===== src/rtl/pipeline_trace_monitor.sv =====
// pipeline_trace_monitor
// Observability block that sits beside the 5-stage RISC-V core. It counts
// run cycles, retirements, stalls, flushes and forwarding events, detects
// the end of a program (cycle limit or a run of all-zero fetches), and keeps
// a circular trace of the most recent writeback retirements. The trace can
// be read back at any time through a registered index port.

module pipeline_trace_monitor #(
  parameter int XLEN       = 32,
  parameter int DEPTH      = 16,
  parameter int CNT_W      = 32,
  parameter int MAX_CYCLES = 500,
  parameter int NOP_RUN    = 4
) (
  input  logic                     clk,
  input  logic                     reset,
  input  logic                     en,
  input  logic                     wb_valid,
  input  logic [4:0]               wb_rd,
  input  logic [XLEN-1:0]          wb_data,
  input  logic [XLEN-1:0]          wb_pc,
  input  logic                     stall,
  input  logic                     flush,
  input  logic [1:0]               fwd_a,
  input  logic [1:0]               fwd_b,
  input  logic [31:0]              if_instr,
  input  logic                     rd_req,
  input  logic [$clog2(DEPTH)-1:0] rd_idx,
  output logic                     rd_valid,
  output logic                     rd_err,
  output logic [XLEN-1:0]          rd_pc,
  output logic [XLEN-1:0]          rd_data,
  output logic [4:0]               rd_rd,
  output logic [CNT_W-1:0]         cycle_cnt,
  output logic [CNT_W-1:0]         retire_cnt,
  output logic [CNT_W-1:0]         stall_cnt,
  output logic [CNT_W-1:0]         flush_cnt,
  output logic [CNT_W-1:0]         fwd_cnt,
  output logic [$clog2(DEPTH):0]   trace_count,
  output logic                     overflow,
  output logic                     halted,
  output logic [1:0]               halt_cause
);

  localparam int AW = $clog2(DEPTH);
  localparam int NW = $clog2(NOP_RUN + 1);

  // Counter ceiling; counters stick here instead of wrapping.
  localparam logic [CNT_W-1:0] CNT_MAX = {CNT_W{1'b1}};

  // MAX_CYCLES widened so the comparison is exact even when MAX_CYCLES
  // exceeds what a narrow counter can represent (then it simply never hits).
  localparam logic [CNT_W+31:0] MAX_CYC_EXT = (CNT_W + 32)'(MAX_CYCLES);
  localparam logic [NW-1:0]     NOP_LIMIT   = NW'(NOP_RUN);
  localparam logic [AW:0]       FULL_COUNT  = (AW + 1)'(DEPTH);

  localparam logic [1:0] CAUSE_MAX_CYCLES = 2'b01;
  localparam logic [1:0] CAUSE_NOP_RUN    = 2'b10;

  typedef enum logic [1:0] {
    ST_IDLE   = 2'd0,
    ST_RUN    = 2'd1,
    ST_HALTED = 2'd2
  } state_t;

  typedef struct packed {
    logic [XLEN-1:0] pc;
    logic [4:0]      rd;
    logic [XLEN-1:0] data;
  } entry_t;

  function automatic logic [CNT_W-1:0] sat_inc(input logic [CNT_W-1:0] v,
                                               input logic             inc);
    return (inc && (v != CNT_MAX)) ? v + CNT_W'(1) : v;
  endfunction

  // ---------------------------------------------------------------------
  // Registers
  // ---------------------------------------------------------------------
  state_t           r_state;
  logic [CNT_W-1:0] r_cycle_cnt;
  logic [CNT_W-1:0] r_retire_cnt;
  logic [CNT_W-1:0] r_stall_cnt;
  logic [CNT_W-1:0] r_flush_cnt;
  logic [CNT_W-1:0] r_fwd_cnt;
  logic [NW-1:0]    r_nop_cnt;
  logic [1:0]       r_halt_cause;
  logic [AW-1:0]    r_wptr;
  logic [AW:0]      r_trace_count;
  logic             r_overflow;
  logic             r_rd_valid;
  logic             r_rd_err;
  logic [XLEN-1:0]  r_rd_pc;
  logic [XLEN-1:0]  r_rd_data;
  logic [4:0]       r_rd_rd;
  entry_t           r_mem [DEPTH];

  // ---------------------------------------------------------------------
  // Combinational helpers
  // ---------------------------------------------------------------------
  state_t           w_state_next;
  logic             w_active;
  logic [CNT_W-1:0] w_cycle_next;
  logic [NW-1:0]    w_nop_next;
  logic             w_hit_max;
  logic             w_hit_nop;
  logic             w_halt;
  logic             w_write;
  logic [AW-1:0]    w_rd_addr;
  logic             w_rd_err;
  entry_t           w_rd_entry;

  // Statistics, halt detection and trace writes only advance in an enabled
  // RUN cycle; the cycle en is first seen in IDLE is not counted.
  assign w_active     = (r_state == ST_RUN) && en;
  assign w_cycle_next = sat_inc(r_cycle_cnt, 1'b1);
  assign w_nop_next   = (if_instr == 32'd0) ? r_nop_cnt + NW'(1) : '0;
  assign w_hit_max    = ({32'd0, w_cycle_next} == MAX_CYC_EXT);
  assign w_hit_nop    = (w_nop_next == NOP_LIMIT);
  assign w_halt       = w_active && (w_hit_max || w_hit_nop);
  assign w_write      = w_active && wb_valid;

  // Logical index 0 is the oldest entry, which sits trace_count slots behind
  // the write pointer. When the buffer is full the low bits of the count are
  // zero, so the oldest entry is the slot about to be overwritten.
  assign w_rd_addr  = r_wptr - r_trace_count[AW-1:0] + rd_idx;
  assign w_rd_err   = ({1'b0, rd_idx} >= r_trace_count);
  assign w_rd_entry = r_mem[w_rd_addr];

  // ---------------------------------------------------------------------
  // FSM
  // ---------------------------------------------------------------------

  // State register.
  always_ff @(posedge clk) begin
    // NOTE: state elements use non-blocking assignments so every register
    // samples the pre-edge values of the others, whatever the block order.
    if (reset) r_state <= ST_IDLE;
    else       r_state <= w_state_next;
  end

  // Next-state logic: enable starts/pauses a run; a halt is sticky.
  always_comb begin
    // NOTE: defaulting the output first means every path assigns it, so no
    // latch is inferred when a case arm does not change state.
    w_state_next = r_state;
    unique case (r_state)
      ST_IDLE:   if (en) w_state_next = ST_RUN;
      ST_RUN: begin
        if (!en)         w_state_next = ST_IDLE;
        else if (w_halt) w_state_next = ST_HALTED;
      end
      ST_HALTED: w_state_next = ST_HALTED;
      default:   w_state_next = ST_IDLE;
    endcase
  end

  // ---------------------------------------------------------------------
  // Statistics and halt cause
  // ---------------------------------------------------------------------

  // Saturating event counters and the zero-fetch run length, RUN cycles only.
  always_ff @(posedge clk) begin
    if (reset) begin
      r_cycle_cnt  <= '0;
      r_retire_cnt <= '0;
      r_stall_cnt  <= '0;
      r_flush_cnt  <= '0;
      r_fwd_cnt    <= '0;
      r_nop_cnt    <= '0;
      r_halt_cause <= 2'b00;
    end else if (w_active) begin
      r_cycle_cnt  <= w_cycle_next;
      r_retire_cnt <= sat_inc(r_retire_cnt, wb_valid);
      r_stall_cnt  <= sat_inc(r_stall_cnt, stall);
      r_flush_cnt  <= sat_inc(r_flush_cnt, flush);
      r_fwd_cnt    <= sat_inc(r_fwd_cnt, (fwd_a != 2'b00) || (fwd_b != 2'b00));
      r_nop_cnt    <= w_nop_next;
      // The cycle limit wins when both conditions land on the same cycle.
      if (w_halt) r_halt_cause <= w_hit_max ? CAUSE_MAX_CYCLES : CAUSE_NOP_RUN;
    end
  end

  // ---------------------------------------------------------------------
  // Trace buffer
  // ---------------------------------------------------------------------

  // Write pointer, occupancy and the sticky overwrite flag.
  always_ff @(posedge clk) begin
    if (reset) begin
      r_wptr        <= '0;
      r_trace_count <= '0;
      r_overflow    <= 1'b0;
    end else if (w_write) begin
      r_wptr <= r_wptr + AW'(1);
      if (r_trace_count == FULL_COUNT) r_overflow    <= 1'b1;
      else                             r_trace_count <= r_trace_count + (AW + 1)'(1);
    end
  end

  // Trace storage: one entry per retirement, x0 writes included.
  always_ff @(posedge clk) begin
    // NOTE: the storage array has no reset; stale entries are unreachable
    // because reads are bounded by trace_count, which reset does clear.
    if (!reset && w_write) r_mem[r_wptr] <= '{pc: wb_pc, rd: wb_rd, data: wb_data};
  end

  // Registered read port; it sees the array before any same-edge write.
  always_ff @(posedge clk) begin
    if (reset) begin
      r_rd_valid <= 1'b0;
      r_rd_err   <= 1'b0;
      r_rd_pc    <= '0;
      r_rd_data  <= '0;
      r_rd_rd    <= '0;
    end else begin
      r_rd_valid <= rd_req;
      if (rd_req) begin
        r_rd_err <= w_rd_err;
        if (w_rd_err) begin
          r_rd_pc   <= '0;
          r_rd_data <= '0;
          r_rd_rd   <= '0;
        end else begin
          r_rd_pc   <= w_rd_entry.pc;
          r_rd_data <= w_rd_entry.data;
          r_rd_rd   <= w_rd_entry.rd;
        end
      end
    end
  end

  // ---------------------------------------------------------------------
  // Outputs
  // ---------------------------------------------------------------------
  assign cycle_cnt   = r_cycle_cnt;
  assign retire_cnt  = r_retire_cnt;
  assign stall_cnt   = r_stall_cnt;
  assign flush_cnt   = r_flush_cnt;
  assign fwd_cnt     = r_fwd_cnt;
  assign trace_count = r_trace_count;
  assign overflow    = r_overflow;
  assign halted      = (r_state == ST_HALTED);
  assign halt_cause  = r_halt_cause;
  assign rd_valid    = r_rd_valid;
  assign rd_err      = r_rd_err;
  assign rd_pc       = r_rd_pc;
  assign rd_data     = r_rd_data;
  assign rd_rd       = r_rd_rd;

endmodule

===== config.mk =====
export PLATFORM = sky130hd
export DESIGN_NAME = pipeline_trace_monitor
export DESIGN_NICKNAME = d
export VERILOG_FILES = /design/src/rtl/pipeline_trace_monitor.sv
export SDC_FILE = /design/constraint.sdc
export NUM_CORES = 1
export LEC_CHECK = 0
export BUFFER_PORTS_ARGS = -buffer_cell sky130_fd_sc_hd__clkbuf_2
export CELL_PAD_IN_SITES_DETAIL_PLACEMENT = 1
export CELL_PAD_IN_SITES_GLOBAL_PLACEMENT = 1
export CORE_ASPECT_RATIO = 1.5
export CORE_MARGIN = 1.5
export CORE_UTILIZATION = 52
export CTS_CLUSTER_DIAMETER = 200
export DETAILED_ROUTE_END_ITERATION = 6
export PLACE_DENSITY_LB_ADDON = 0.12
export SLEW_MARGIN = 20
export SYNTH_ARGS = -nofsm -noshare
export SYNTH_HDL_FRONTEND = slang
export SYNTH_SLANG_ARGS = --single-unit
export TNS_END_PERCENT = 10

===== constraint.sdc =====
create_clock -name clk -period 10.2 [get_ports clk]
set_clock_uncertainty 0.05 [all_clocks]
set_input_delay 2.04 -clock clk [delete_from_list [all_inputs] [get_ports clk]]
set_output_delay 2.04 -clock clk [all_outputs]
set_load 0.01 [all_outputs]

After elaboration in Yosys (flattened, before gate mapping)
Memories as Yosys holds them, arrays and structs flattened.
Cells that the tools add are included.
{ "op_classes": {"addsub": 10, "mul": 0, "div": 0, "magnitude_cmp": 1, "eq_ne": 12, "n_shift": 0, "muxes": 12, "bitwise": 1, "n_reduce_logical": 23} }
{ "op_table": {"columns": ["cell", "count"], "rows": [
  ["$add 32x1->32 const B", 5],
  ["$ne 32x32->1 const B", 5],
  ["$mux 32", 3],
  ["$eq 32x9->1 const B", 1],
  ["$logic_not 32->1", 1],
  ["$reduce_and 2->1", 8],
  ["$logic_and 1x1->1", 8],
  ["$mux 2", 4],
  ["$pmux 2 s3", 1],
  ["$add 5x1->5 const B", 1],
  ["$eq 5x5->1 const B", 1],
  ["$ge 4x5->1", 1],
  ["$mux 5", 1],
  ["$add 4x1->4 const B", 1],
  ["$add 4x4->4", 1],
  ["$reduce_bool 2->1", 2],
  ["$sub 4x4->4", 1],
  ["$add 3x1->3 const B", 1],
  ["$eq 3x3->1 const B", 1],
  ["$mux 3", 1],
  ["$ne 3x3->1 const B", 1],
  ["$eq 2x1->1 const B", 1],
  ["$eq 2x2->1 const B", 1],
  ["$logic_not 2->1", 1],
  ["5 further kinds", 7]
]} }
{ "totals": {"reg_bits": 248, "latch_bits": 0, "mem_bits_rw": 1104, "romBits": 0, "in_bits": 116, "output_inout_bits": 240, "wordCells": 76, "n_memories": 1} }
{ "mem_list": {"columns": ["name", "depth", "width", "read_ports", "rd_clocked_by_memory_dff", "wr", "line_no", "source"], "rows": [
  ["r_mem", 16, 69, 1, 0, 1, "96", "entry_t r_mem [DEPTH];"]
]} }

Depth between registers and ports, before layout
{ "depth": {"word_depth": 8, "ltp_mapped": 14, "ltp_nobuf": 11} }

Worst setup path after synthesis
No wires, ideal clock.
{ "synth_timing": {"kind": "input to register", "start": "input en", "end": "memory r_mem[0][0] (netlist bit) (enable)", "arrival_time_ns": 7.413, "required_ns": 9.569, "setup_slack_ns": 2.156, "path_stages": 5, "path_buffers": 0, "cell_sequence": "and3b_1 > nand2_1 > nor2_1 > nand2_1 > nor3_1"} }
{ "synth_via": {"elab_chain_cells": 5} }
{ "synth_rtl": {"columns": ["element", "line_no", "source"], "rows": [
  ["start: declaration", "17", "input logic en,"],
  ["$logic_and 1x1->1", "115", "assign w_active = (r_state == ST_RUN) && en;"],
  ["$logic_and 1x1->1", "121", "assign w_write = w_active && wb_valid;"],
  ["$logic_and 1x1->1", "205", "if (!reset && w_write) r_mem[r_wptr] <= '{pc: wb_pc, rd: wb_rd, data: wb_data};"],
  ["$mux 1", "205", null],
  ["$mux 1 (not written as such)", "205", null],
  ["end: declaration", "96", null]
]} }
No other way between the ends.

Final worst setup path
{ "layout_timing": {"start": "input rd_idx[1]", "end": "register r_rd_rd[3] (netlist: rd_rd[3])"} }
{ "layout_via": {"elab_chain_cells": 3, "word_cells_on_any_way": 4, "cone_classes": "1 x add/sub; 1 x order compare; 1 x mux; 1 x memory"} }
{ "layout_rtl": {"columns": ["element", "line_no", "source"], "rows": [
  ["start: declaration", "28", "input logic [$clog2(DEPTH)-1:0] rd_idx,"],
  ["$add 4x4->4", "126", "assign w_rd_addr = r_wptr - r_trace_count[AW-1:0] + rd_idx;"],
  ["$mem_v2 16x69", null, null],
  ["$mux 5 *", "220", "if (w_rd_err) begin"],
  ["end signal: assignment", "227", "r_rd_rd <= w_rd_entry.rd;"],
  ["end: declaration", "95", "logic [4:0] r_rd_rd;"]
]} }
Mark *: on every way between the ends. The rest lies on a longest branch, timed or not.
A chain may end at the register's enable or synchronous reset.

==> results.json <==
{
  "numCtsBuffers": 119,
  "hpwl_mm": 74.0,
  "synthFlopType": "edfxtp_1",
  "finalHoldViolations": 0,
  "cts-hold-fix-buffers": 0,
  "cp_max_fo": 97,
  "finalSetupViolations": 0,
  "path_clk_slew_ps": 70,
  "drt_iter0_markers": 2475,
  "via_per_inst": 6.07,
  "rows": 143,
  "worst_pin_slew_ps": 1090,
  "synthMuxAreaShare": 0.146,
  "fin_nets": 3565,
  "slowest_stage": "buf_4",
  "io_buffers": 355,
  "grt_usage": 0.264,
  "netlist.area_leader.share": 0.621,
  "grt_antenna_before_repair": 9,
  "grt_pass1_vias": 31800,
  "yosysWarnings": 0,
  "dieArea_mm2": 0.105,
  "synth-async-reset-ratio": 0,
  "synth_xor_area_frac": 0.0254,
  "wl_per_cell_um": 28.3,
  "syn_avg_cell_area_um2": 17.4,
  "hp-class": "flip-flop to flip-flop",
  "rsz0062_at_grt": "false",
  "crit_chain": "clkbuf_2 > inv_1 > fa_1 > inv_1 > ha_1 > a21o_1 > a21oi_1 > xnor2_2 > buf_12 > buf_4 > mux2_2 > o211ai_1 > a21oi_1",
  "synth_top_family_by_area": "multiplexers",
  "yosys.area.top_type": "edfxtp_1",
  "synth_area_leaders": "edfxtp_1, mux4_2, dfxtp_1",
  "synth_compound_area_frac": 0.0260,
  "power_leakage_nw": 20.2,
  "yosys.cell_types.count": 74,
  "ios": 356,
  "dp_cells": 4610,
  "max_stage_delay_ps": 800,
  "powerDensity_mw_per_mm2": 196,
  "slew_viol_final": 0,
  "synthesis.area_mm2": 0.0534,
  "clkSinkCount": 1352,
  "drive_above_1_share": 0.277,
  "critPathRequiredTime_ps": 10720,
  "clkLatencyLatePin_ps": 730,
  "hold_depth": 2,
  "maxCapViolCount": 0,
  "synth_most_common_cell": "edfxtp_1",
  "status": "completed",
  "ys_ff_latch": 1352,
  "overflow": 0,
  "min_to": "rd_pc[16]",
  "start_kind": "input pin",
  "relSlewSlack": 0.276,
  "root_buffer": "clkbuf_16",
  "hp-start": "rd_pc[16]",
  "worstPathArrival_ps": 6010,
  "netlist_instances": 3072,
  "grt_pass1_wl_mm": 205,
  "firstDrtPassIters": 6,
  "vias": 29400,
  "area_growth_pct": 13.9,
  "rr_endpoint": "rd_rd[3]",
  "r2r-start": "r_wptr[1]",
  "dieWidth_um": 265,
  "ir_drop_mv": 0.193,
  "finalWirelength_mm": 137,
  "r2r_cells": 12,
  "start_util": 0.526,
  "setup_tns_ps": 0,
  "yosysSeqAreaShare": 0.714,
  "post-route-period-util": 0.538,
  "syn-num-nets": 3211,
  "min_period_ps": 5490,
  "grt_max_degree": 173,
  "synth_edf_count": 1104,
  "synth_common_cells": "edfxtp_1, mux4_2, dfxtp_1, nor2_1, nand2_1",
  "worst_setup_path_end_kind": "flip-flop",
  "core_mm2": 0.101,
  "antenna_left": 0,
  "cts_resized": 0,
  "max_freq_ghz": 0.182,
  "cts_setup_buffers": 0,
  "reg2reg_slack_ps": 5680,
  "h-tree-depth": 3,
  "drc_errors": 0,
  "synth_adder_area_share": 0.00582,
  "yosys.area_share.simple": 0.0680,
  "crit_type": "input pin to flip-flop",
  "place_congestion": 0.826,
  "dieHeight_um": 395,
  "cts_tree": "built",
  "layoutNonFillerInstCount": 4839,
  "fillCellCount": 9041,
  "clock_path_buffers": 3
}
how the worst max path moves through the flow:
stage                     cells past startpoint  slack (ps)      start     endpoint
after global placement                       13        4120  rd_idx[1]  rd_data[13]
after global routing                         13        4560  rd_idx[1]  rd_data[21]
after detailed placement                     13        4000  rd_idx[1]     rd_rd[3]
after floorplan                               5        2160         en  r_mem[0][0]
final                                        13        4710  rd_idx[1]     rd_rd[3]
after CTS                                    13        4780  rd_idx[1]  rd_data[27]
stage by stage:
step | util | setup slack (ps) | hold slack [ps] | cell area [um^2] | power [mW]
3_5_place_dp | 0.559 | 4000 | 414 | 56700 | 7.32
5_1_grt | 0.599 | 4560 | 439 | 60800 | 12.2
6_report | 0.599 | 4710 | 424 | 60800 | 11.9
2_1_floorplan | - | 2160 | 386 | 53400 | 6.96
3_3_place_gp | 0.559 | 4120 | 392 | 56700 | 7.28
4_1_cts | 0.599 | 4780 | 425 | 60800 | 12.0
layout make-up:
| cell class | count | area, um^2 | area share |
|---|---|---|---|
| clock buffers | 162 | 3390 | 0.0557 |
| repair buffers | 396 | 2180 | 0.0359 |
| diodes | 3 | 7.51 | 0.000124 |
| inverters | 27 | 101 | 0.00167 |
| multi-input cells | 1530 | 14600 | 0.241 |
| flip-flops and latches | 1352 | 38100 | 0.627 |
| clock inverters | 64 | 717 | 0.0118 |
| well taps | 1305 | 1630 | 0.0269 |
cells by family after synthesis:
| group | count (synthesis) |
|---|---|
| and+or+nand+nor | 705 |
| muxes | 425 |
| xor gates and xnor gates | 155 |
| buffers and inverters | 190 |
| AOI/OAI and AO/OA | 222 |
| DFF | 1352 |
| adders and majority gates | 23 |
placed cells by master (no fill, tap or decap), drive strengths merged, types with 42 or more instances in the layout:
master  instances
nand4          58
mux4          276
mux2i          80
nand2         163
xnor2          65
dfxtp         248
xor2           90
a21oi         103
mux2           69
clkbuf        516
buf            42
nor2          195
o211ai         71
nand2b         74
nand3          59
edfxtp       1104
layer usage:
layer / vias up / part of all wire / GRT usage
met5: - / 0.00042 / 0
met4: 10 / 0.024 / 0.0793
met2: 921 / 0.52 / 0.466
li1: 12700 / - / -
met3: 239 / 0.064 / 0.0475
met1: 15500 / 0.39 / 0.332
worst max-delay path: cells and delay by family:
family / cells / cell delay [ps]
xor gates and xnor gates: 1 / 170
AOI/OAI and AO/OA: 4 / 740
buffers and inverters: 5 / 1640
adders and majority gates: 2 / 880
muxes: 1 / 410
registers in the layout, summed over array words and instances (netlist names), 2 cells and up:
| signal | flops |
|---|---|
| rd_data | 32 |
| rd_pc | 32 |
| fwd_cnt | 32 |
| r_state | 2 |
| r_wptr | 4 |
| stall_cnt | 32 |
| r_nop_cnt | 3 |
| retire_cnt | 32 |
| r_mem | 1104 |
| halt_cause | 2 |
| flush_cnt | 32 |
| trace_count | 5 |
| rd_rd | 5 |
| cycle_cnt | 32 |
where the power goes:
group	switching, mW	internal, mW	leakage (nW)
registers	0.0210	5.99	11.9
clock network	2.00	2.70	1.98
logic	0.637	0.543	6.33
total	2.66	9.23	20.2
Note: power is estimated with default switching activity, not from simulation.
